File: config.mk
export PLATFORM = sky130hd
export DESIGN_NAME = dispatch_steer_flat
export DESIGN_NICKNAME = d
export VERILOG_FILES = /design/src/rtl/dispatch_steer_if.sv /design/src/rtl/dispatch_steer.sv /design/src/flat_wrapper.sv
export SDC_FILE = /design/constraint.sdc
export NUM_CORES = 1
export LEC_CHECK = 0
export BUFFER_PORTS_ARGS = -buffer_cell sky130_fd_sc_hd__buf_2
export CORE_ASPECT_RATIO = 0.5
export CORE_MARGIN = 4
export CORE_UTILIZATION = 44
export CTS_CLUSTER_SIZE = 12
export DETAILED_ROUTE_END_ITERATION = 7
export GPL_TIMING_DRIVEN = 0
export PLACE_DENSITY_LB_ADDON = 0.3
export SKIP_CTS_REPAIR_TIMING = 1
export SLEW_MARGIN = 10
export SYNTH_ARGS = -nofsm -noshare
export SYNTH_HDL_FRONTEND = slang
export SYNTH_SLANG_ARGS = --single-unit
File: constraint.sdc
create_clock -name clock -period 4.3 [get_ports clock]
set_input_delay 0.645 -clock clock [delete_from_list [all_inputs] [get_ports clock]]
set_output_delay 0.645 -clock clock [all_outputs]
set_load 0.1 [all_outputs]
File: src/rtl/dispatch_steer_if.sv
// Dispatch-side bundle: fetch queue pop, jump redirect, issue-queue writes, tag return.
// No state; master modport is the dispatcher, slave modport is fetch/issue/commit side.
// Optional stats outputs exist only when DISPATCH_STATS_EN is defined.
interface dispatch_steer_if #(
    parameter int NUM_INT = 2,
    parameter int TAG_W   = 5,
    parameter int PC_W    = 32
);
    logic [PC_W-1:0]    ifetch_pc_4;
    logic [31:0]        ifetch_intruction;
    logic               ifetch_empty;
    logic               Dispatch_ren;
    logic               Dispatch_jmp;
    logic [PC_W-1:0]    Dispatch_jmp_addr;
    logic [NUM_INT-1:0] issueque_integer_full;
    logic               issueque_mul_full;
    logic               issueque_full_ld_st;
    logic [NUM_INT-1:0] dispatch_en_integer;
    logic               dispatch_en_mul;
    logic               dispatch_en_ld_st;
    logic [3:0]         dispatch_opcode;
    logic [4:0]         dispatch_rs_addr;
    logic [4:0]         dispatch_rt_addr;
    logic [TAG_W-1:0]   dispatch_rd_tag;
    logic [4:0]         dispatch_shfamt;
    logic [15:0]        dispatch_imm_ld_st;
    logic               commit_tag_free;
`ifdef DISPATCH_STATS_EN
    logic [31:0]        stat_dispatched;
    logic [31:0]        stat_stall_cycles;
`endif

    modport master (
        input  ifetch_pc_4, ifetch_intruction, ifetch_empty,
        input  issueque_integer_full, issueque_mul_full, issueque_full_ld_st,
        input  commit_tag_free,
        output Dispatch_ren, Dispatch_jmp, Dispatch_jmp_addr,
        output dispatch_en_integer, dispatch_en_mul, dispatch_en_ld_st,
        output dispatch_opcode, dispatch_rs_addr, dispatch_rt_addr,
        output dispatch_rd_tag, dispatch_shfamt, dispatch_imm_ld_st
`ifdef DISPATCH_STATS_EN
        , output stat_dispatched, stat_stall_cycles
`endif
    );

    modport slave (
        output ifetch_pc_4, ifetch_intruction, ifetch_empty,
        output issueque_integer_full, issueque_mul_full, issueque_full_ld_st,
        output commit_tag_free,
        input  Dispatch_ren, Dispatch_jmp, Dispatch_jmp_addr,
        input  dispatch_en_integer, dispatch_en_mul, dispatch_en_ld_st,
        input  dispatch_opcode, dispatch_rs_addr, dispatch_rt_addr,
        input  dispatch_rd_tag, dispatch_shfamt, dispatch_imm_ld_st
`ifdef DISPATCH_STATS_EN
        , input stat_dispatched, stat_stall_cycles
`endif
    );
endinterface

File: src/rtl/dispatch_steer.sv
// Decode/dispatch: one instr per cycle, tag allocation, round-robin INT steering, J flush.
// Latency: queue writes, fields, tag and jump pulse are registered, one cycle after the fetch pop.
// Backpressure: holds the instruction while its target is full or the tag pool is empty; DISPATCH_STATS_EN adds counters.
module dispatch_steer #(
    parameter int NUM_INT = 2,
    parameter int TAG_W   = 5,
    parameter int PC_W    = 32
) (
    input  logic            clock,
    input  logic            reset,
    dispatch_steer_if.master bus
);
    localparam int RR_W = (NUM_INT > 1) ? $clog2(NUM_INT) : 1;
    localparam logic [RR_W:0]  NUM_INT_W = (RR_W+1)'(NUM_INT);
    localparam logic [TAG_W:0] POOL_SIZE = {1'b1, {TAG_W{1'b0}}};

    localparam logic [3:0] OPC_ADD = 4'd1;
    localparam logic [3:0] OPC_SUB = 4'd2;
    localparam logic [3:0] OPC_AND = 4'd3;
    localparam logic [3:0] OPC_OR  = 4'd4;
    localparam logic [3:0] OPC_SLT = 4'd5;
    localparam logic [3:0] OPC_SLL = 4'd6;
    localparam logic [3:0] OPC_SRL = 4'd7;
    localparam logic [3:0] OPC_MUL = 4'd8;
    localparam logic [3:0] OPC_LW  = 4'd9;
    localparam logic [3:0] OPC_SW  = 4'd10;
    localparam logic [3:0] OPC_BEQ = 4'd11;

    typedef enum logic {S_RUN, S_FLUSH} state_t;
    typedef enum logic [2:0] {C_NOP, C_INT, C_MUL, C_LDST, C_JMP} cls_t;

    state_t             state_q, state_d;
    logic [RR_W-1:0]    rr_q, rr_d;
    logic [TAG_W-1:0]   next_tag_q, next_tag_d;
    logic [TAG_W:0]     free_cnt_q, free_cnt_d;
    logic [NUM_INT-1:0] en_int_q, en_int_d;
    logic               en_mul_q, en_mul_d;
    logic               en_ldst_q, en_ldst_d;
    logic [3:0]         opcode_q, opcode_d;
    logic [4:0]         rs_q, rs_d;
    logic [4:0]         rt_q, rt_d;
    logic [TAG_W-1:0]   tag_q, tag_d;
    logic [4:0]         sh_q, sh_d;
    logic [15:0]        imm_q, imm_d;
    logic               jmp_q, jmp_d;
    logic [PC_W-1:0]    jaddr_q, jaddr_d;

    logic [31:0]        instr;
    cls_t               cls;
    logic [3:0]         opc;
    logic               need_tag;
    logic               target_ok;
    logic               accept;
    logic               dispatch;
    logic               jmp_take;
    logic               tag_ret;
    logic               pc_lo_unused;

    logic [NUM_INT-1:0] full_rot;
    logic               int_found;
    logic [RR_W-1:0]    int_off;
    logic [RR_W:0]      int_sum;
    logic [RR_W-1:0]    int_sel;
    logic [RR_W:0]      rr_inc;

    assign instr        = bus.ifetch_intruction;
    assign pc_lo_unused = ^bus.ifetch_pc_4[27:0];

    always_comb begin
        cls = C_NOP;
        opc = 4'd0;
        if (instr != 32'd0) begin
            unique case (instr[31:26])
                6'h00: begin
                    unique case (instr[5:0])
                        6'h20:   begin cls = C_INT; opc = OPC_ADD; end
                        6'h22:   begin cls = C_INT; opc = OPC_SUB; end
                        6'h24:   begin cls = C_INT; opc = OPC_AND; end
                        6'h25:   begin cls = C_INT; opc = OPC_OR;  end
                        6'h2A:   begin cls = C_INT; opc = OPC_SLT; end
                        6'h00:   begin cls = C_INT; opc = OPC_SLL; end
                        6'h02:   begin cls = C_INT; opc = OPC_SRL; end
                        6'h18:   begin cls = C_MUL; opc = OPC_MUL; end
                        default: begin cls = C_NOP; opc = 4'd0;    end
                    endcase
                end
                6'h23:   begin cls = C_LDST; opc = OPC_LW;  end
                6'h2B:   begin cls = C_LDST; opc = OPC_SW;  end
                6'h04:   begin cls = C_INT;  opc = OPC_BEQ; end
                6'h02:   begin cls = C_JMP;  opc = 4'd0;    end
                default: begin cls = C_NOP;  opc = 4'd0;    end
            endcase
        end
    end

    // Rotate the full mask so bit 0 is rr_q, pick the lowest free slot, then rotate back.
    always_comb begin
        full_rot  = NUM_INT'({bus.issueque_integer_full, bus.issueque_integer_full} >> rr_q);
        int_found = 1'b0;
        int_off   = '0;
        for (int i = NUM_INT - 1; i >= 0; i--) begin
            if (!full_rot[i]) begin
                int_found = 1'b1;
                int_off   = RR_W'(i);
            end
        end
        int_sum = {1'b0, rr_q} + {1'b0, int_off};
        if (int_sum >= NUM_INT_W) begin
            int_sum = int_sum - NUM_INT_W;
        end
        int_sel = int_sum[RR_W-1:0];
        rr_inc  = {1'b0, int_sel} + (RR_W+1)'(1);
        if (rr_inc >= NUM_INT_W) begin
            rr_inc = '0;
        end
    end

    always_comb begin
        need_tag  = (cls == C_INT) || (cls == C_MUL) || (cls == C_LDST);
        target_ok = 1'b1;
        unique case (cls)
            C_INT:   target_ok = int_found;
            C_MUL:   target_ok = !bus.issueque_mul_full;
            C_LDST:  target_ok = !bus.issueque_full_ld_st;
            default: target_ok = 1'b1;
        endcase
    end

    always_comb begin
        state_d          = state_q;
        accept           = 1'b0;
        bus.Dispatch_ren = 1'b0;
        unique case (state_q)
            S_RUN: begin
                accept = !bus.ifetch_empty && target_ok &&
                         (!need_tag || (free_cnt_q != '0));
                bus.Dispatch_ren = accept;
                if (accept && (cls == C_JMP)) begin
                    state_d = S_FLUSH;
                end
            end
            S_FLUSH: begin
                // The instruction behind a taken jump is on the wrong path: drop it.
                bus.Dispatch_ren = !bus.ifetch_empty;
                state_d          = S_RUN;
            end
            default: state_d = S_RUN;
        endcase
    end

    assign dispatch = accept && need_tag;
    assign jmp_take = accept && (cls == C_JMP);
    // A return while the pool is full is spurious unless a tag leaves in the same cycle.
    assign tag_ret  = bus.commit_tag_free && ((free_cnt_q != POOL_SIZE) || dispatch);

    always_comb begin
        rr_d       = rr_q;
        next_tag_d = next_tag_q;
        free_cnt_d = free_cnt_q;
        en_int_d   = '0;
        en_mul_d   = 1'b0;
        en_ldst_d  = 1'b0;
        opcode_d   = opcode_q;
        rs_d       = rs_q;
        rt_d       = rt_q;
        tag_d      = tag_q;
        sh_d       = sh_q;
        imm_d      = imm_q;
        jmp_d      = jmp_take;
        jaddr_d    = jaddr_q;

        if (dispatch) begin
            next_tag_d = next_tag_q + TAG_W'(1);
            opcode_d   = opc;
            rs_d       = instr[25:21];
            rt_d       = instr[20:16];
            sh_d       = instr[10:6];
            imm_d      = instr[15:0];
            tag_d      = next_tag_q;
            unique case (cls)
                C_INT: begin
                    en_int_d = NUM_INT'(1) << int_sel;
                    rr_d     = rr_inc[RR_W-1:0];
                end
                C_MUL:   en_mul_d  = 1'b1;
                default: en_ldst_d = 1'b1;
            endcase
        end

        unique case ({dispatch, tag_ret})
            2'b10:   free_cnt_d = free_cnt_q - (TAG_W+1)'(1);
            2'b01:   free_cnt_d = free_cnt_q + (TAG_W+1)'(1);
            default: free_cnt_d = free_cnt_q;
        endcase

        if (jmp_take) begin
            jaddr_d = {bus.ifetch_pc_4[PC_W-1:28], instr[25:0], 2'b00};
        end
    end

    always_ff @(posedge clock) begin
        if (reset) begin
            state_q    <= S_RUN;
            rr_q       <= '0;
            next_tag_q <= '0;
            free_cnt_q <= POOL_SIZE;
            en_int_q   <= '0;
            en_mul_q   <= 1'b0;
            en_ldst_q  <= 1'b0;
            opcode_q   <= '0;
            rs_q       <= '0;
            rt_q       <= '0;
            tag_q      <= '0;
            sh_q       <= '0;
            imm_q      <= '0;
            jmp_q      <= 1'b0;
            jaddr_q    <= '0;
        end else begin
            state_q    <= state_d;
            rr_q       <= rr_d;
            next_tag_q <= next_tag_d;
            free_cnt_q <= free_cnt_d;
            en_int_q   <= en_int_d;
            en_mul_q   <= en_mul_d;
            en_ldst_q  <= en_ldst_d;
            opcode_q   <= opcode_d;
            rs_q       <= rs_d;
            rt_q       <= rt_d;
            tag_q      <= tag_d;
            sh_q       <= sh_d;
            imm_q      <= imm_d;
            jmp_q      <= jmp_d;
            jaddr_q    <= jaddr_d;
        end
    end

    assign bus.Dispatch_jmp        = jmp_q;
    assign bus.Dispatch_jmp_addr   = jaddr_q;
    assign bus.dispatch_en_integer = en_int_q;
    assign bus.dispatch_en_mul     = en_mul_q;
    assign bus.dispatch_en_ld_st   = en_ldst_q;
    assign bus.dispatch_opcode     = opcode_q;
    assign bus.dispatch_rs_addr    = rs_q;
    assign bus.dispatch_rt_addr    = rt_q;
    assign bus.dispatch_rd_tag     = tag_q;
    assign bus.dispatch_shfamt     = sh_q;
    assign bus.dispatch_imm_ld_st  = imm_q;

`ifdef DISPATCH_STATS_EN
    logic [31:0] stat_disp_q, stat_disp_d;
    logic [31:0] stat_stall_q, stat_stall_d;

    always_comb begin
        stat_disp_d  = stat_disp_q;
        stat_stall_d = stat_stall_q;
        if (dispatch) begin
            stat_disp_d = stat_disp_q + 32'd1;
        end
        if (!bus.ifetch_empty && (state_q == S_RUN) && !accept) begin
            stat_stall_d = stat_stall_q + 32'd1;
        end
    end

    always_ff @(posedge clock) begin
        if (reset) begin
            stat_disp_q  <= '0;
            stat_stall_q <= '0;
        end else begin
            stat_disp_q  <= stat_disp_d;
            stat_stall_q <= stat_stall_d;
        end
    end

    assign bus.stat_dispatched   = stat_disp_q;
    assign bus.stat_stall_cycles = stat_stall_q;
`endif
endmodule

File: src/flat_wrapper.sv
// flat-port wrapper written by rule: the top's interface ports become plain ports
module dispatch_steer_flat 
#(
    parameter int NUM_INT = 2,
    parameter int TAG_W   = 5,
    parameter int PC_W    = 32
)
  (clock, reset, bus_ifetch_pc_4, bus_ifetch_intruction, bus_ifetch_empty, bus_issueque_integer_full, bus_issueque_mul_full, bus_issueque_full_ld_st, bus_commit_tag_free, bus_Dispatch_ren, bus_Dispatch_jmp, bus_Dispatch_jmp_addr, bus_dispatch_en_integer, bus_dispatch_en_mul, bus_dispatch_en_ld_st, bus_dispatch_opcode, bus_dispatch_rs_addr, bus_dispatch_rt_addr, bus_dispatch_rd_tag, bus_dispatch_shfamt, bus_dispatch_imm_ld_st);
  dispatch_steer_if #(.NUM_INT(NUM_INT), .TAG_W(TAG_W), .PC_W(PC_W)) bus_i ();
  input  logic clock;
  input  logic reset;
  input wire logic [$bits(bus_i.ifetch_pc_4)-1:0] bus_ifetch_pc_4;
  input wire logic [$bits(bus_i.ifetch_intruction)-1:0] bus_ifetch_intruction;
  input wire logic [$bits(bus_i.ifetch_empty)-1:0] bus_ifetch_empty;
  input wire logic [$bits(bus_i.issueque_integer_full)-1:0] bus_issueque_integer_full;
  input wire logic [$bits(bus_i.issueque_mul_full)-1:0] bus_issueque_mul_full;
  input wire logic [$bits(bus_i.issueque_full_ld_st)-1:0] bus_issueque_full_ld_st;
  input wire logic [$bits(bus_i.commit_tag_free)-1:0] bus_commit_tag_free;
  output wire logic [$bits(bus_i.Dispatch_ren)-1:0] bus_Dispatch_ren;
  output wire logic [$bits(bus_i.Dispatch_jmp)-1:0] bus_Dispatch_jmp;
  output wire logic [$bits(bus_i.Dispatch_jmp_addr)-1:0] bus_Dispatch_jmp_addr;
  output wire logic [$bits(bus_i.dispatch_en_integer)-1:0] bus_dispatch_en_integer;
  output wire logic [$bits(bus_i.dispatch_en_mul)-1:0] bus_dispatch_en_mul;
  output wire logic [$bits(bus_i.dispatch_en_ld_st)-1:0] bus_dispatch_en_ld_st;
  output wire logic [$bits(bus_i.dispatch_opcode)-1:0] bus_dispatch_opcode;
  output wire logic [$bits(bus_i.dispatch_rs_addr)-1:0] bus_dispatch_rs_addr;
  output wire logic [$bits(bus_i.dispatch_rt_addr)-1:0] bus_dispatch_rt_addr;
  output wire logic [$bits(bus_i.dispatch_rd_tag)-1:0] bus_dispatch_rd_tag;
  output wire logic [$bits(bus_i.dispatch_shfamt)-1:0] bus_dispatch_shfamt;
  output wire logic [$bits(bus_i.dispatch_imm_ld_st)-1:0] bus_dispatch_imm_ld_st;
  assign bus_i.ifetch_pc_4 = bus_ifetch_pc_4;
  assign bus_i.ifetch_intruction = bus_ifetch_intruction;
  assign bus_i.ifetch_empty = bus_ifetch_empty;
  assign bus_i.issueque_integer_full = bus_issueque_integer_full;
  assign bus_i.issueque_mul_full = bus_issueque_mul_full;
  assign bus_i.issueque_full_ld_st = bus_issueque_full_ld_st;
  assign bus_i.commit_tag_free = bus_commit_tag_free;
  assign bus_Dispatch_ren = bus_i.Dispatch_ren;
  assign bus_Dispatch_jmp = bus_i.Dispatch_jmp;
  assign bus_Dispatch_jmp_addr = bus_i.Dispatch_jmp_addr;
  assign bus_dispatch_en_integer = bus_i.dispatch_en_integer;
  assign bus_dispatch_en_mul = bus_i.dispatch_en_mul;
  assign bus_dispatch_en_ld_st = bus_i.dispatch_en_ld_st;
  assign bus_dispatch_opcode = bus_i.dispatch_opcode;
  assign bus_dispatch_rs_addr = bus_i.dispatch_rs_addr;
  assign bus_dispatch_rt_addr = bus_i.dispatch_rt_addr;
  assign bus_dispatch_rd_tag = bus_i.dispatch_rd_tag;
  assign bus_dispatch_shfamt = bus_i.dispatch_shfamt;
  assign bus_dispatch_imm_ld_st = bus_i.dispatch_imm_ld_st;
  dispatch_steer #(.NUM_INT(NUM_INT), .TAG_W(TAG_W), .PC_W(PC_W)) u_core (.clock(clock), .reset(reset), .bus(bus_i));
endmodule
## Word-level counts from Yosys, hierarchy flattened

Cells that the tools add are included.

- Muxes and demuxes: 19
- Reductions and logical operators: 25
- Bitwise operators: 3
- Shift-type cells: 2
- Magnitude comparators: 2
- Eq/ne operators: 18
- Add/subtract/negate cells: 6

Operators with widths:

| operator | number |
|---|---|
| $eq A6 B6 Y1 const B | 7 |
| $pmux W4 S8 | 1 |
| $reduce_bool A32 Y1 | 1 |
| $pmux W4 S4 | 1 |
| $eq A6 B2 Y1 const B | 2 |
| $logic_not A6 Y1 | 2 |
| $pmux W3 S4 | 1 |
| $pmux W6 S2 | 1 |
| $mux W1 | 9 |
| $reduce_or A7 Y1 | 1 |
| $add A6 B1 Y6 const B | 1 |
| $eq A3 B2 Y1 const B | 2 |
| $eq A6 B3 Y1 const B | 1 |
| $eq A6 B5 Y1 const B | 1 |
| $logic_and A1 B1 Y1 | 6 |
| $ne A6 B6 Y1 const B | 1 |
| $reduce_bool A6 Y1 | 1 |
| $reduce_or A2 Y1 | 3 |
| $sub A6 B1 Y6 const B | 1 |
| $add A5 B1 Y5 const B | 1 |
| $ge A2 B2 Y1 const B | 2 |
| $logic_not A1 Y1 | 4 |
| $logic_or A1 B1 Y1 | 4 |
| $mux W4 | 1 |
| other kinds (17) | 20 |

- Register bits after elaboration: 88
- Bits of input ports: 72
- Logic and storage cells: 90
- Output and inout bits: 78

## Longest topological paths before layout

Gate-level depths: netlist of run 1.

- Depth in word-level cells: 17
- Gate-level depth with buffers: 17
- Depth with buffers taken out: 14

## Worst setup path before layout of run 1

Ideal clock, no wire load.

- Path kind: input -> output
- From: input bus_ifetch_intruction[4]
- To: output bus_Dispatch_ren
- Slack: -1.208 ns
- Arrival: 4.863 ns
- Data required time: 3.655 ns
- Stages: 7
- Cell sequence: buf_2 nor4_1 and3_1 nand2b_1 nand2_1 a21oi_1 o311ai_0

- Cells in the longest elaborated chain, start to end: 12

Ends and longest elaborated chain:

| element | line | RTL |
|---|---|---|
| start: declaration | flat_wrapper.sv:13 | `input wire logic [$bits(bus_i.ifetch_intruction)-1:0] bus_ifetch_intruction;` |
| $eq A6 B6 Y1 (tied with other cells) | dispatch_steer.sv:75 | `unique case (instr[5:0])` |
| $reduce_or A7 Y1 (no source line) | - |  |
| $pmux W2 S2 | dispatch_steer.sv:75 |  |
| $pmux W3 S4 | dispatch_steer.sv:73 | `unique case (instr[31:26])` |
| $mux W3 (*) | dispatch_steer.sv:72 | `if (instr != 32'd0) begin` |
| $eq A3 B1 Y1 or $eq A3 B2 Y1 (tied branches) | dispatch_steer.sv:119, dispatch_steer.sv:121 |  |
| $logic_or A1 B1 Y1 (2 in series) | dispatch_steer.sv:119 | `need_tag = (cls == C_INT) \|\| (cls == C_MUL) \|\| (cls == C_LDST);` |
| $logic_not A1 Y1 | dispatch_steer.sv:136 | `(!need_tag \|\| (free_cnt_q != '0));` |
| $logic_or A1 B1 Y1 | dispatch_steer.sv:136 |  |
| $logic_and A1 B1 Y1 (*) | dispatch_steer.sv:135 | `accept = !bus.ifetch_empty && target_ok &&` |
| $pmux W1 S2 (*) | dispatch_steer.sv:133 | `unique case (state_q)` |
| end: declaration | flat_wrapper.sv:19 | `output wire logic [$bits(bus_i.Dispatch_ren)-1:0] bus_Dispatch_ren;` |

Every way passes the cells marked *; elsewhere a longest branch is shown, timed or not.

## Worst setup path in the final report of run 1

- From: input bus_ifetch_intruction[26]
- To: register u_core.free_cnt_q[5]

- Cells in the longest elaborated chain, start to end: 16

Ends and longest elaborated chain:

| element | line | RTL |
|---|---|---|
| $eq A6 B6 Y1 | dispatch_steer.sv:73 |  |
| $reduce_or A2 Y1 (no source line) | - |  |
| $pmux W3 S4 | dispatch_steer.sv:73 |  |
| $mux W3 (*) | dispatch_steer.sv:72 |  |
| $eq A3 B1 Y1 or $eq A3 B2 Y1 (tied branches) | dispatch_steer.sv:119, dispatch_steer.sv:121 |  |
| $logic_or A1 B1 Y1 (2 in series) | dispatch_steer.sv:119 |  |
| $logic_not A1 Y1 | dispatch_steer.sv:136 |  |
| $logic_or A1 B1 Y1 | dispatch_steer.sv:136 |  |
| $logic_and A1 B1 Y1 | dispatch_steer.sv:135 |  |
| $mux W1 | dispatch_steer.sv:133 |  |
| $logic_and A1 B1 Y1 (*) | dispatch_steer.sv:151 | `assign dispatch = accept && need_tag;` |
| $logic_or A1 B1 Y1 | dispatch_steer.sv:154 | `assign tag_ret = bus.commit_tag_free && ((free_cnt_q != POOL_SIZE) \|\| dispatch);` |
| $logic_and A1 B1 Y1 | dispatch_steer.sv:154 |  |
| $eq A2 B1 Y1 or $eq A2 B2 Y1 (tied branches) | dispatch_steer.sv:190 | `unique case ({dispatch, tag_ret})` |
| $pmux W6 S2 or $reduce_bool A2 Y1 (tied branches) | - |  |
| end signal: assignment | dispatch_steer.sv:222 | `free_cnt_q <= free_cnt_d;` |
| end: declaration | dispatch_steer.sv:35 | `logic [TAG_W:0] free_cnt_q, free_cnt_d;` |

Marked as above.
A chain may end at the register's enable or synchronous reset.

==> summary.md, run 1 <==
| Metric | Value |
|---|---|
| Critical path buffers and inverters | `4` |
| Slowest CP cell | `or4_4` |
| DP Wirelength | `between 7000 and 8000 µm` |
| Setup Skew | `approximately 0.0054 ns` |
| Hold_sp | `u_core.bus.Dispatch_jmp_addr[28]` |
| Clk sinks | `83` |
| CP dominant cell by count | `ha_1` |
| Crit-path leading delay family | `simple AND/OR/NAND/NOR gates` |
| Post-Synth Adder-Cell Area | `approximately 2.5%` |
| Pin count of the biggest net entering global routing | `16` |
| Chip height | `roughly 73 µm` |
| Largest fanout on the critical path | `10` |
| Layout Utilization | `59.3%` |
| Synth Area in Compound Gates | `around 11%` |
| Switching power | `approximately 0.57 mW` |
| WP data required | `approximately 4.5 ns` |
| Post-Synth Simple-Gate Area | `a little under a quarter` |
| Port-buffer cells | `116` |
| Post-Synth XOR/XNOR Area | `1.40%` |
| Die ar. | `around 0.010 mm²` |
| Peak Freq | `~0.24 GHz` |
| ANT cells | `0` |
| Number of max-cap violations | `0` |
| Chip width | `139 µm` |
| Worst min-delay path class | `reg2reg` |
| Area contributors post-synth | `dfxtp_1 44%, mux2i_1 9.6%, nand2_1 6.6%` |
| First-pass GRT wire length | `between 15,000 and 20,000 µm` |
| Filler cell count | `758` |
| Pleak | `~2.4 nW` |
| IO Pins | `150` |
| Final count of pins violating max slew | `0` |
| Remaining antenna violation count after routing | `0` |
| Worst-skew pair later-pin latency | `roughly 0.34 ns` |
| Root Buffer | `clkbuf_16` |
| Max stage delay on crit path | `around 0.57 ns` |
| Post-synthesis cell count | `435` |
| Actual slew at the worst max-slew pin | `about 0.63 ns` |
| Sequential area share after synthesis | `around 44%` |
| Final min period | `between 4 and 5 ns` |
| Layout cells sized above 1 | `between 20% and 30%` |
| Area occupied by multi-input gates | `approximately 0.0018 mm²` |
| FF+latch count, synth | `83` |
| Sequential cell area | `0.00166 mm²` |
| Post-synthesis mux area share | `between 9 and 10%` |
| Final setup viols | `0` |
| Most frequent cell after synthesis | `dfxtp_1` |
| WHS Endpoint | `u_core.bus.Dispatch_jmp_addr[28]` |
| Crit path capture type | `flip-flop` |
| Syn Area/Cell | `approximately 8.6 µm²` |
| R2r startpoint | `u_core.free_cnt_q[2]` |
| Status | `complete, no violations` |
| WS Path Type | `in2reg` |
| Routability congestion estimate | `~0.85` |
| R2R setup slack | `0.93 ns` |
| Worst-path cell chain | `buf_2 -> or4_4 -> or2_4 -> or4b_4 -> a41oi_4 -> buf_6 -> buf_8 -> a31oi_1 -> ha_1 -> inv_2 -> ha_1 -> a21o_1 -> a21oi_2 -> o21a_1 -> o211ai_1 -> xnor2_1 -> nand2_1` |
| Total Power | `slightly above 2 mW` |
| Final Hold Viols | `0` |
| Initial Util | `46.1%` |
| Clk pin slew, worst setup/hold paths | `around 0.060 ns` |
| Capturing point of the worst reg2reg path | `u_core.free_cnt_q[5]` |
| DRT iter0 DRCs | `138` |
| Post-synth top flop | `dfxtp_1` |
| CP startpoint kind | `input pin` |
| Via/cell ratio | `between 5 and 6` |
| Pwr dens | `420 mW/mm²` |
| Hold depth | `2` |
| Max-slew headroom | `around 58%` |
| P&R area growth vs syn | `28.8%` |
| FF-to-FF path depth | `16` |
| Sequential share of power | `just under 40%` |
| Global-route usage over all layers | `around a fifth` |
| Vias in the first global route | `roughly 3,300` |
| Comb power frac | `about 18%` |
| Row count | `23` |
| Share of the synthesized area in the top cell type | `between 40% and 50%` |
| RSZ-0062 raised after global routing | `no` |
| Sw Share | `28.0%` |
| Largest family of logic cells by synthesized area | `simple AND/OR/NAND/NOR gates` |
| Final Hold Slack | `roughly 0.45 ns` |
| Vias post-DR | `3,477` |
| Max clock buf depth | `2` |
| Htree depth | `3` |
| Drt pass-1 iters | `4` |
| Core area | `0.00814 mm²` |
| GR Overflow Total | `0` |
| Worst vdd ir | `about 0.23 mV` |
| Yosys top cell by area | `dfxtp_1` |
| CP arrival | `4.34 ns` |
| Post-synth top cells | `83 x dfxtp_1, 66 x nand2_1, 54 x nor2_1, 47 x a21oi_1, 36 x mux2i_1` |
| Syn Std Cell Area | `0.00375 mm²` |
| Wire length per cell | `14.9 µm` |
| Nets@finish | `roughly 640` |
| FFs w/ async S/R, synth | `0%` |
| Final wirelength | `around 10,000 µm` |
| Synth warn | `0` |
| Clock share of power | `42.1%` |
| DRC viols | `0` |
| Final worst path period share | `95.5%` |
| CTS tree | `yes` |
| Post-synth EDFFs | `0` |
| CTS Buf Count | `9` |
| Initial antenna violation count | `0` |
| Internal power | `~1.5 mW` |
| Library cells used by synthesis | `53` |
## power by group through the flow
| stage | logic, mW | registers, mW | clock network, mW |
|---|---|---|---|
| after floorplan | 0.246 | 0.852 | 0 |
| after global placement | 0.351 | 0.825 | 0 |
| after detailed placement | 0.359 | 0.825 | 0 |
| after CTS | 0.361 | 0.808 | 0.868 |
| after global routing | 0.409 | 0.812 | 0.901 |
| final | 0.366 | 0.808 | 0.854 |
## registers in the layout, summed over array words and instances, names as in the netlist
register                        count
u_core.bus.Dispatch_jmp_addr       30
u_core.bus.dispatch_opcode          4
u_core.next_tag_q                   5
u_core.bus.dispatch_imm_ld_st      16
u_core.bus.Dispatch_jmp             1
u_core.rr_q                         1
u_core.bus.dispatch_en_integer      2
u_core.state_q                      1
u_core.bus.dispatch_en_mul          1
u_core.bus.dispatch_rs_addr         5
u_core.bus.dispatch_rt_addr         5
u_core.free_cnt_q                   6
u_core.bus.dispatch_rd_tag          5
u_core.bus.dispatch_en_ld_st        1
## cells by family after synthesis
| group | Yosys count |
|---|---|
| simple gates | 183 |
| flops | 83 |
| compound gates | 75 |
| buf+inv | 44 |
| mux | 36 |
| fa+ha+maj | 7 |
| xor+xnor | 6 |
| other cells | 1 |
## per-layer routing
| layer | share of wire (%) | wire (µm) | vias to the layer above | global-route usage (%) |
|---|---|---|---|---|
| met2 | 47 | 4730 | 83 | 33.2 |
| met5 | 0 | 0 | - | 0 |
| met3 | 6.1 | 621 | 10 | 5.46 |
| li1 | - | - | 1743 | - |
| met1 | 46 | 4660 | 1641 | 25.9 |
| met4 | 0.94 | 95 | 0 | 4.71 |
## through the flow
stage | area [µm²] | cells | TNS, ns | setup WS [ns]
finish | 4830 | 680 | 0 | 0.193
global route | 4830 | 680 | 0 | 0.0133
CTS | 4820 | 680 | 0 | 0.0402
detailed placement | 4480 | 664 | -0.675 | -0.294
global placement | 4480 | 664 | -0.646 | -0.291
floorplan | 3760 | 436 | 0 | 0.169
## worst register-to-register path: stages, from the launching register on
cell and delay (ns):
dfxtp_1 0.34, nor4_1 0.44, a21oi_1 0.13, o311a_1 0.15, a41oi_4 0.27, buf_6 0.22
buf_8 0.17, a31oi_1 0.09, ha_1 0.26, inv_2 0.12, ha_1 0.23, a21o_1 0.18
a21oi_2 0.19, o21a_1 0.14, o211ai_1 0.12, xnor2_1 0.15, nand2_1 0.06
## placed cells by master, fill, tap and decap left out, types with 3 or more instances in the layout
master	synthesis	layout
ha_1	6	6
buf_2	6	122
inv_6	0	3
nor2_1	54	54
or2_2	3	3
buf_4	7	7
nand2b_1	4	4
dfxtp_1	83	83
clkbuf_1	17	17
nand3_1	6	6
nor4_1	10	10
buf_12	3	3
nor3_1	9	9
xor2_1	3	3
inv_1	9	8
a21oi_1	47	46
o21ai_0	12	12
xnor2_1	3	3
nor2b_1	5	5
mux2i_1	36	36
nand2_1	66	66
clkbuf_16	0	9
or3_1	7	7
## worst max path at each step
stage | startpoint | slack (ns) | cells after the start | to
after floorplan | bus_ifetch_intruction[26] | 0.17 | 16 | u_core.free_cnt_q[5]
after global placement | bus_ifetch_intruction[26] | -0.29 | 17 | u_core.free_cnt_q[5]
after detailed placement | bus_ifetch_intruction[26] | -0.29 | 17 | u_core.free_cnt_q[5]
after CTS | bus_ifetch_intruction[26] | 0.04 | 17 | u_core.free_cnt_q[5]
after global routing | bus_ifetch_intruction[26] | 0.01 | 17 | u_core.free_cnt_q[5]
final | bus_ifetch_intruction[26] | 0.19 | 17 | u_core.free_cnt_q[5]
## final cells by class
cell class,instances,area share [%]
Buffer,35,4.82
Clock buffer,10,4.95
Clock inverter,6,1.97
Inverter,9,0.699
Multi-Input combinational cell,309,38.3
Sequential cell,83,34.4
Tap cell,112,2.90
Timing Repair Buffer,116,12.0
No activity file was read; power rests on OpenSTA's default activity.
==> run 2, diff against run 1 <==
- CORE_UTILIZATION: 44 -> 40
==> run 2 against run 1 <==
  * Die area increased by 9.1%
  * Critical path depth unchanged
  * Cell area about the same
  * Global-route usage decreased by 1.6 points
  * Total power decreased by 3.5%
  * Worst setup slack got worse by 0.033 ns
  * Combinational power about the same
  * Via count decreased by 0.72%
  * Hold slack got worse by 0.0016 ns
  * First-iteration DRC count increased by 32%
==> summary.md, run 2 (same netlist as run 1, synthesis figures left out) <==
| Metric | Value |
|---|---|
| Wire length per cell | `14.9 µm (about the same)` |
| Row count | `24 (+4.3%)` |
| WP data required | `4.53 ns (about the same)` |
| DP Wirelength | `7850 µm (+1.8%)` |
| Final worst path period share | `96.3% (+0.77 points)` |
| Commonest non-fill, non-tap cell in the layout | `buf_2` |
| Final Hold Viols | `0 (unchanged)` |
| Clk pin slew, worst setup/hold paths | `0.07 ns (about the same)` |
| Pin count of the biggest net entering global routing | `16 (unchanged)` |
| Worst-path cell chain | `buf_2 -> or4b_4 -> nor4_1 -> o21ai_0 -> a41oi_4 -> buf_6 -> buf_8 -> a31oi_1 -> ha_1 -> inv_1 -> ha_1 -> a21o_1 -> a21oi_2 -> o21a_1 -> o211ai_1 -> xnor2_1 -> nand2_1` |
| Most frequent cells in the layout | `122 x buf_2, 83 x dfxtp_1, 66 x nand2_1` |
| Status | `complete, no violations` |
| Vias post-DR | `3,452 (-0.72%)` |
| Initial antenna violation count | `0 (unchanged)` |
| Root Buffer | `clkbuf_16` |
| CP startpoint kind | `input pin` |
| Capturing point of the worst reg2reg path | `u_core.free_cnt_q[5]` |
| First-pass GRT wire length | `16,500 µm (+1.9%)` |
| Hold_sp | `u_core.bus.Dispatch_jmp_addr[12]` |
| Port-buffer cells | `116 (unchanged)` |
| R2R setup slack | `0.89 ns (-0.04 ns)` |
| Peak Freq | `0.242 GHz (-0.80%)` |
| Slowest CP cell | `or4b_4` |
| Setup TNS | `0 ns (unchanged)` |
| Final wirelength | `10,200 µm (+1.2%)` |
| Die ar. | `0.0111 mm² (+9.1%)` |
| FF-to-FF path depth | `16 (unchanged)` |
| Max-slew headroom | `57.3% (-0.55 points)` |
| DRT iter0 DRCs | `182 (+32%)` |
| Clk sinks | `83 (unchanged)` |
| R2r startpoint | `u_core.free_cnt_q[2]` |
| Worst vdd ir | `0.193 mV (-18%)` |
| Layout Utilization | `54.1% (-5.2 points)` |
| Max clock buf depth | `2 (unchanged)` |
| Final min period | `4.14 ns (+0.0331 ns)` |
| Hold depth | `2 (unchanged)` |
| Max stage delay on crit path | `0.59 ns (+0.02 ns)` |
| Crit-path leading delay family | `compound AO/OA/AOI/OAI gates` |
| Largest fanout on the critical path | `10 (unchanged)` |
| Drt pass-1 iters | `5 (+1)` |
| Chip width | `145 µm (+4.6%)` |
| Pwr dens | `405 mW/mm² (-3.4%)` |
| Actual slew at the worst max-slew pin | `0.635 ns (+0.00824 ns)` |
| GR Overflow Total | `0 (unchanged)` |
| Number of max-cap violations | `0 (unchanged)` |
| P&R area growth vs syn | `28.7% (about the same)` |
| Worst min-delay path class | `reg2reg` |
| Highest metal used | `met4` |
| Final count of pins violating max slew | `0 (unchanged)` |
| Placed cell count | `669 (+0.75%)` |
| Nets@finish | `645 (+0.47%)` |
| DRC viols | `0 (unchanged)` |
| WL met2 | `4770 µm (+0.72%)` |
| Worst-skew pair later-pin latency | `0.34 ns (about the same)` |
| Non-filler cells, final | `688 (+1.2%)` |
| Final setup viols | `0 (unchanged)` |
| Met1 WL | `4770 µm (+2.2%)` |
| WS Path Type | `in2reg` |
| IO Pins | `150 (unchanged)` |
| CP arrival | `4.37 ns (+0.03 ns)` |
| WHS Endpoint | `u_core.bus.Dispatch_jmp_addr[12]` |
| Via/cell ratio | `5.02 (-1.9%)` |
| Routability congestion estimate | `0.836 (-2.3%)` |
| Place WS | `-0.371 ns (-0.0775 ns)` |
| Pleak | `2.34 nW (-0.31%)` |
| Remaining antenna violation count after routing | `0 (unchanged)` |
| CP dominant cell by count | `ha_1` |
| Htree depth | `3 (unchanged)` |
| CTS tree | `yes` |
| Initial Util | `42.1% (-4.0 points)` |
| CTS Buf Count | `9 (unchanged)` |
| Critical path buffers and inverters | `4 (unchanged)` |
| Layout cells sized above 1 | `28.7% (about the same)` |
| Global-route usage over all layers | `18.2% (-1.6 points)` |
| Setup Skew | `0.00533 ns (-0.0000992 ns)` |
| Max reg flops | `30 (unchanged)` |
| Chip height | `76.5 µm (+4.3%)` |
| Vias in the first global route | `3,267 (-0.18%)` |
| Met3 WL | `592 µm (-4.7%)` |
| Setup slack after layout | `0.160 ns (-0.0331 ns)` |
| ANT cells | `0 (unchanged)` |
| Core area | `0.00892 mm² (+9.5%)` |
| Crit path capture type | `flip-flop` |
run 2: cell count changes in the layout (fill, tap and decap cells not counted), sizes merged:
cell,change
buf,+3
bufinv,-1
clkinv,+1
clkinvlp,+1
inv,-1
run 2: per-layer routing:
layer / GRT usage (%) / vias up
li1: - / 1749
met1: 23.3 / 1605
met2: 30.2 / 86
met3: 5.05 / 12
met4: 5.12 / 0
met5: 0 / -
run 2: worst max path at each step:
stage,cells past startpoint,slack [ns],from,end
after CTS,17,-0.03,bus_ifetch_intruction[26],u_core.free_cnt_q[5]
after global routing,17,-0.01,bus_ifetch_intruction[0],u_core.free_cnt_q[5]
final,17,0.16,bus_ifetch_intruction[0],u_core.free_cnt_q[5]
after detailed placement,17,-0.37,bus_ifetch_intruction[26],u_core.free_cnt_q[5]
after floorplan,16,0.17,bus_ifetch_intruction[26],u_core.free_cnt_q[5]
after global placement,17,-0.31,bus_ifetch_intruction[26],u_core.free_cnt_q[5]
run 2: cell type report:
class | count | area [µm²]
inverter | 9 | 33.8
buffer | 35 | 233
timing repair buffer | 119 | 603
clock inverter | 6 | 72.6
sequential | 83 | 1660
tap | 117 | 146
multi-input combinational | 309 | 1850
fill | 873 | 4090
clock buffer | 10 | 229
run 2: worst reg2reg max path: cells and delay by family, from the launching register on:
kind                     cells  cell delay (ns)
buffers and inverters        3             0.45
AND/OR/NAND/NOR              2             0.54
flip-flops                   1             0.34
adder cells (fa/ha/maj)      2             0.50
AO/OA/AOI/OAI                8             1.31
XOR/XNOR                     1             0.17
run 2: power by group:
part | leakage (nW) | switching, mW | internal [mW]
Combinational | 1.53 | 0.229 | 0.140
Sequential | 0.670 | 0.0186 | 0.790
Clock | 0.144 | 0.324 | 0.456
Total | 2.34 | 0.572 | 1.39
run 2: metrics by stage:
| step | hold WS, ns | instance area (µm²) | power [mW] |
|---|---|---|---|
| after floorplan | 0.457 | 3760 | 1.10 |
| after global placement | 0.439 | 4490 | 1.18 |
| after detailed placement | 0.444 | 4490 | 1.19 |
| after CTS | 0.453 | 4790 | 1.96 |
| after global routing | 0.466 | 4830 | 2.06 |
| final | 0.450 | 4830 | 1.96 |
==> run 3, diff against run 2 <==
- CORE_UTILIZATION: 40 -> 44
- PLACE_DENSITY: default -> 0.82
- PLACE_DENSITY_LB_ADDON: 0.3 -> default
- clock period: 4.3 -> 3.7 ns (I/O delays scaled with it)
==> run 3 against run 2 <==
  * First-iteration DRC count grew 11%
  * Core utilization increased by 7.0 points
  * Sequential share of layout area decreased by 1.1 points
  * Hold slack gained 0.0040 ns
  * Non-clock buffer count up 6
  * Worst setup slack worse by 0.12 ns
  * Largest cell class unchanged
==> summary.md, run 3 (same netlist as run 1, synthesis figures left out) <==
| Metric | Value |
|---|---|
| Status | `complete, no violations` |
| RSZ-0062 raised after global routing | `yes` |
| Setup slack after layout | `0.0370 ns (-0.123 ns)` |
| IO Pins | `150 (unchanged)` |
| Remaining antenna violation count after routing | `0 (unchanged)` |
| Die ar. | `0.0102 mm² (-8.4%)` |
| Port-buffer cells | `116 (unchanged)` |
| CTS Buf Count | `9 (unchanged)` |
| CP dominant cell by count | `ha_4` |
| Root Buffer | `clkbuf_16` |
| Worst path depth | `16 (-1)` |
| WP data required | `3.92 ns (-0.61 ns)` |
| Initial antenna violation count | `0 (unchanged)` |
| Drt pass-1 iters | `5 (unchanged)` |
| GR Overflow Total | `0 (unchanged)` |
| Nets@finish | `651 (+0.93%)` |
| Capturing point of the worst reg2reg path | `u_core.free_cnt_q[5]` |
| WS Path Type | `in2reg` |
| Core area | `0.00814 mm² (-8.7%)` |
| Number of max-cap violations | `0 (unchanged)` |
| Via/cell ratio | `5.20 (+3.6%)` |
| Clk pin slew, worst setup/hold paths | `0.06 ns (about the same)` |
| Slowest CP cell | `or4_4` |
| Crit path capture type | `flip-flop` |
| Hold_sp | `u_core.bus.Dispatch_jmp_addr[6]` |
| Chip height | `73.3 µm (-4.2%)` |
| P&R area growth vs syn | `32.8%` |
| Max clock buf depth | `2 (unchanged)` |
| R2R setup slack | `0.62 ns (-0.27 ns)` |
| Final setup viols | `0 (unchanged)` |
| Met3 WL | `657 µm (+11%)` |
| Clk sinks | `83 (unchanged)` |
| Layout cells sized above 1 | `30.8% (+2.1 points)` |
| Largest fanout on the critical path | `6 (-4)` |
| Worst-skew pair later-pin latency | `0.34 ns (about the same)` |
| Routability congestion estimate | `0.855 (+2.3%)` |
| Global-route usage over all layers | `19.9% (+1.7 points)` |
| WL met2 | `5060 µm (+6.2%)` |
| Critical path buffers and inverters | `3 (-1)` |
| CTS tree | `yes` |
| DRC viols | `0 (unchanged)` |
| Pleak | `2.41 nW (+2.7%)` |
| Wire length per cell | `15.1 µm (+1.5%)` |
| Max reg flops | `30 (unchanged)` |
| CP arrival | `3.88 ns (-0.49 ns)` |
| Setup Skew | `0.00819 ns (+0.00286 ns)` |
| Peak Freq | `around 0.27 GHz` |
| DRT iter0 DRCs | `202 (+11%)` |
| Actual slew at the worst max-slew pin | `0.608 ns (-0.0274 ns)` |
| ANT cells | `0 (unchanged)` |
| Worst min-delay path class | `reg2reg` |
| Highest metal used | `met4` |
| Most frequent cells in the layout | `119 x buf_2, 83 x dfxtp_1, 66 x nand2_1` |
| Layout Utilization | `61.2% (+7.0 points)` |
| Final count of pins violating max slew | `0 (unchanged)` |
| WHS Endpoint | `u_core.bus.Dispatch_jmp_addr[6]` |
| Met1 WL | `4500 µm (-5.6%)` |
| Worst vdd ir | `0.235 mV (+22%)` |
| Crit-path leading delay family | `simple AND/OR/NAND/NOR gates` |
| Pin count of the biggest net entering global routing | `15 (-1)` |
| Final worst path period share | `99.0%` |
| Pwr dens | `470 mW/mm² (+16%)` |
| Worst-path cell chain | `buf_8 -> or4_4 -> or2_4 -> or4b_4 -> a41oi_4 -> buf_12 -> a31oi_4 -> ha_4 -> inv_4 -> ha_4 -> a21o_1 -> a21oi_2 -> o21a_1 -> o211ai_1 -> xnor2_1 -> nand2_1` |
| DP Wirelength | `7690 µm (-2.0%)` |
| Htree depth | `3 (unchanged)` |
| Hold depth | `2 (unchanged)` |
| Final min period | `between 3 and 4 ns` |
| Max-slew headroom | `59.1% (+1.8 points)` |
| First-pass GRT wire length | `16,300 µm (-0.97%)` |
| Final wirelength | `10,400 µm (+1.7%)` |
| FF-to-FF path depth | `15 (-1)` |
| CP startpoint kind | `input pin` |
| Chip width | `139 µm (-4.4%)` |
| Initial Util | `46.1% (+4.0 points)` |
| Row count | `23 (-4.2%)` |
| Final Hold Viols | `0 (unchanged)` |
| Vias post-DR | `3,583 (+3.8%)` |
| R2r startpoint | `u_core.free_cnt_q[2]` |
| Commonest non-fill, non-tap cell in the layout | `buf_2` |
| Max stage delay on crit path | `0.57 ns (-0.02 ns)` |
| Vias in the first global route | `3,419 (+4.7%)` |
| Place WS | `-0.591 ns (-0.220 ns)` |
[run 3: cell count changes in the layout (fill, tap and decap cells not counted), moves of 2 or more]
cell	delta
buf_12	+2
buf_2	-3
buf_4	+6
ha_1	-3
ha_4	+3
[run 3: cell type report]
type,count,area (µm²)
buffer,34,234
inverter,9,36.3
clock inverter,5,61.3
fill,699,3160
multi-input combinational,309,1920
tap,112,140
timing repair buffer,126,684
clock buffer,11,243
sequential,83,1660
[run 3: routing by layer]
layer  track usage (%)  vias up
li1                  -     1768
met1              25.3     1674
met2              34.0      120
met3              4.88       21
met4              6.57        0
met5                 0        -
[run 3: how the worst max path moves through the flow]
| stage | start | end | slack, ns |
|---|---|---|---|
| 5_1_grt | bus_ifetch_intruction[31] | u_core.free_cnt_q[5] | -0.11 |
| 3_3_place_gp | bus_ifetch_intruction[26] | u_core.free_cnt_q[5] | -0.53 |
| 6_report | bus_ifetch_intruction[31] | u_core.free_cnt_q[5] | 0.04 |
| 3_5_place_dp | bus_ifetch_intruction[26] | u_core.free_cnt_q[5] | -0.59 |
| 2_1_floorplan | bus_ifetch_intruction[26] | u_core.free_cnt_q[5] | -0.14 |
| 4_1_cts | bus_ifetch_intruction[26] | u_core.free_cnt_q[5] | -0.26 |
[run 3: worst reg2reg max path, cell delays in order (launching register included)]
cell and delay [ns]:
dfxtp_1 0.36, nor4_1 0.45, a21oi_1 0.14, o311a_1 0.15, a41oi_4 0.29, buf_12 0.16, a31oi_4 0.08, ha_4 0.22
inv_4 0.07, ha_4 0.19, a21o_1 0.16, a21oi_2 0.20, o21a_1 0.15, o211ai_1 0.12, xnor2_1 0.16, nand2_1 0.06
[run 3: report_power, final]
group / total [mW] / leakage, nW / internal [mW] / switching, mW
Combinational: 0.501 / 1.59 / 0.213 / 0.289
Sequential: 0.944 / 0.670 / 0.918 / 0.0257
Clock: 0.896 / 0.150 / 0.544 / 0.351
[run 3: stage by stage]
step	std cells	hold slack, ns	TNS [ns]	total power [mW]	cell area [µm²]
after floorplan	436	0.457	-0.192	1.30	3800
after CTS	680	0.450	-0.526	2.30	4830
after global routing	689	0.455	-0.157	2.46	4980
after global placement	664	0.440	-1.84	1.39	4520
after detailed placement	664	0.444	-2.24	1.40	4520
final	689	0.454	0	2.34	4980
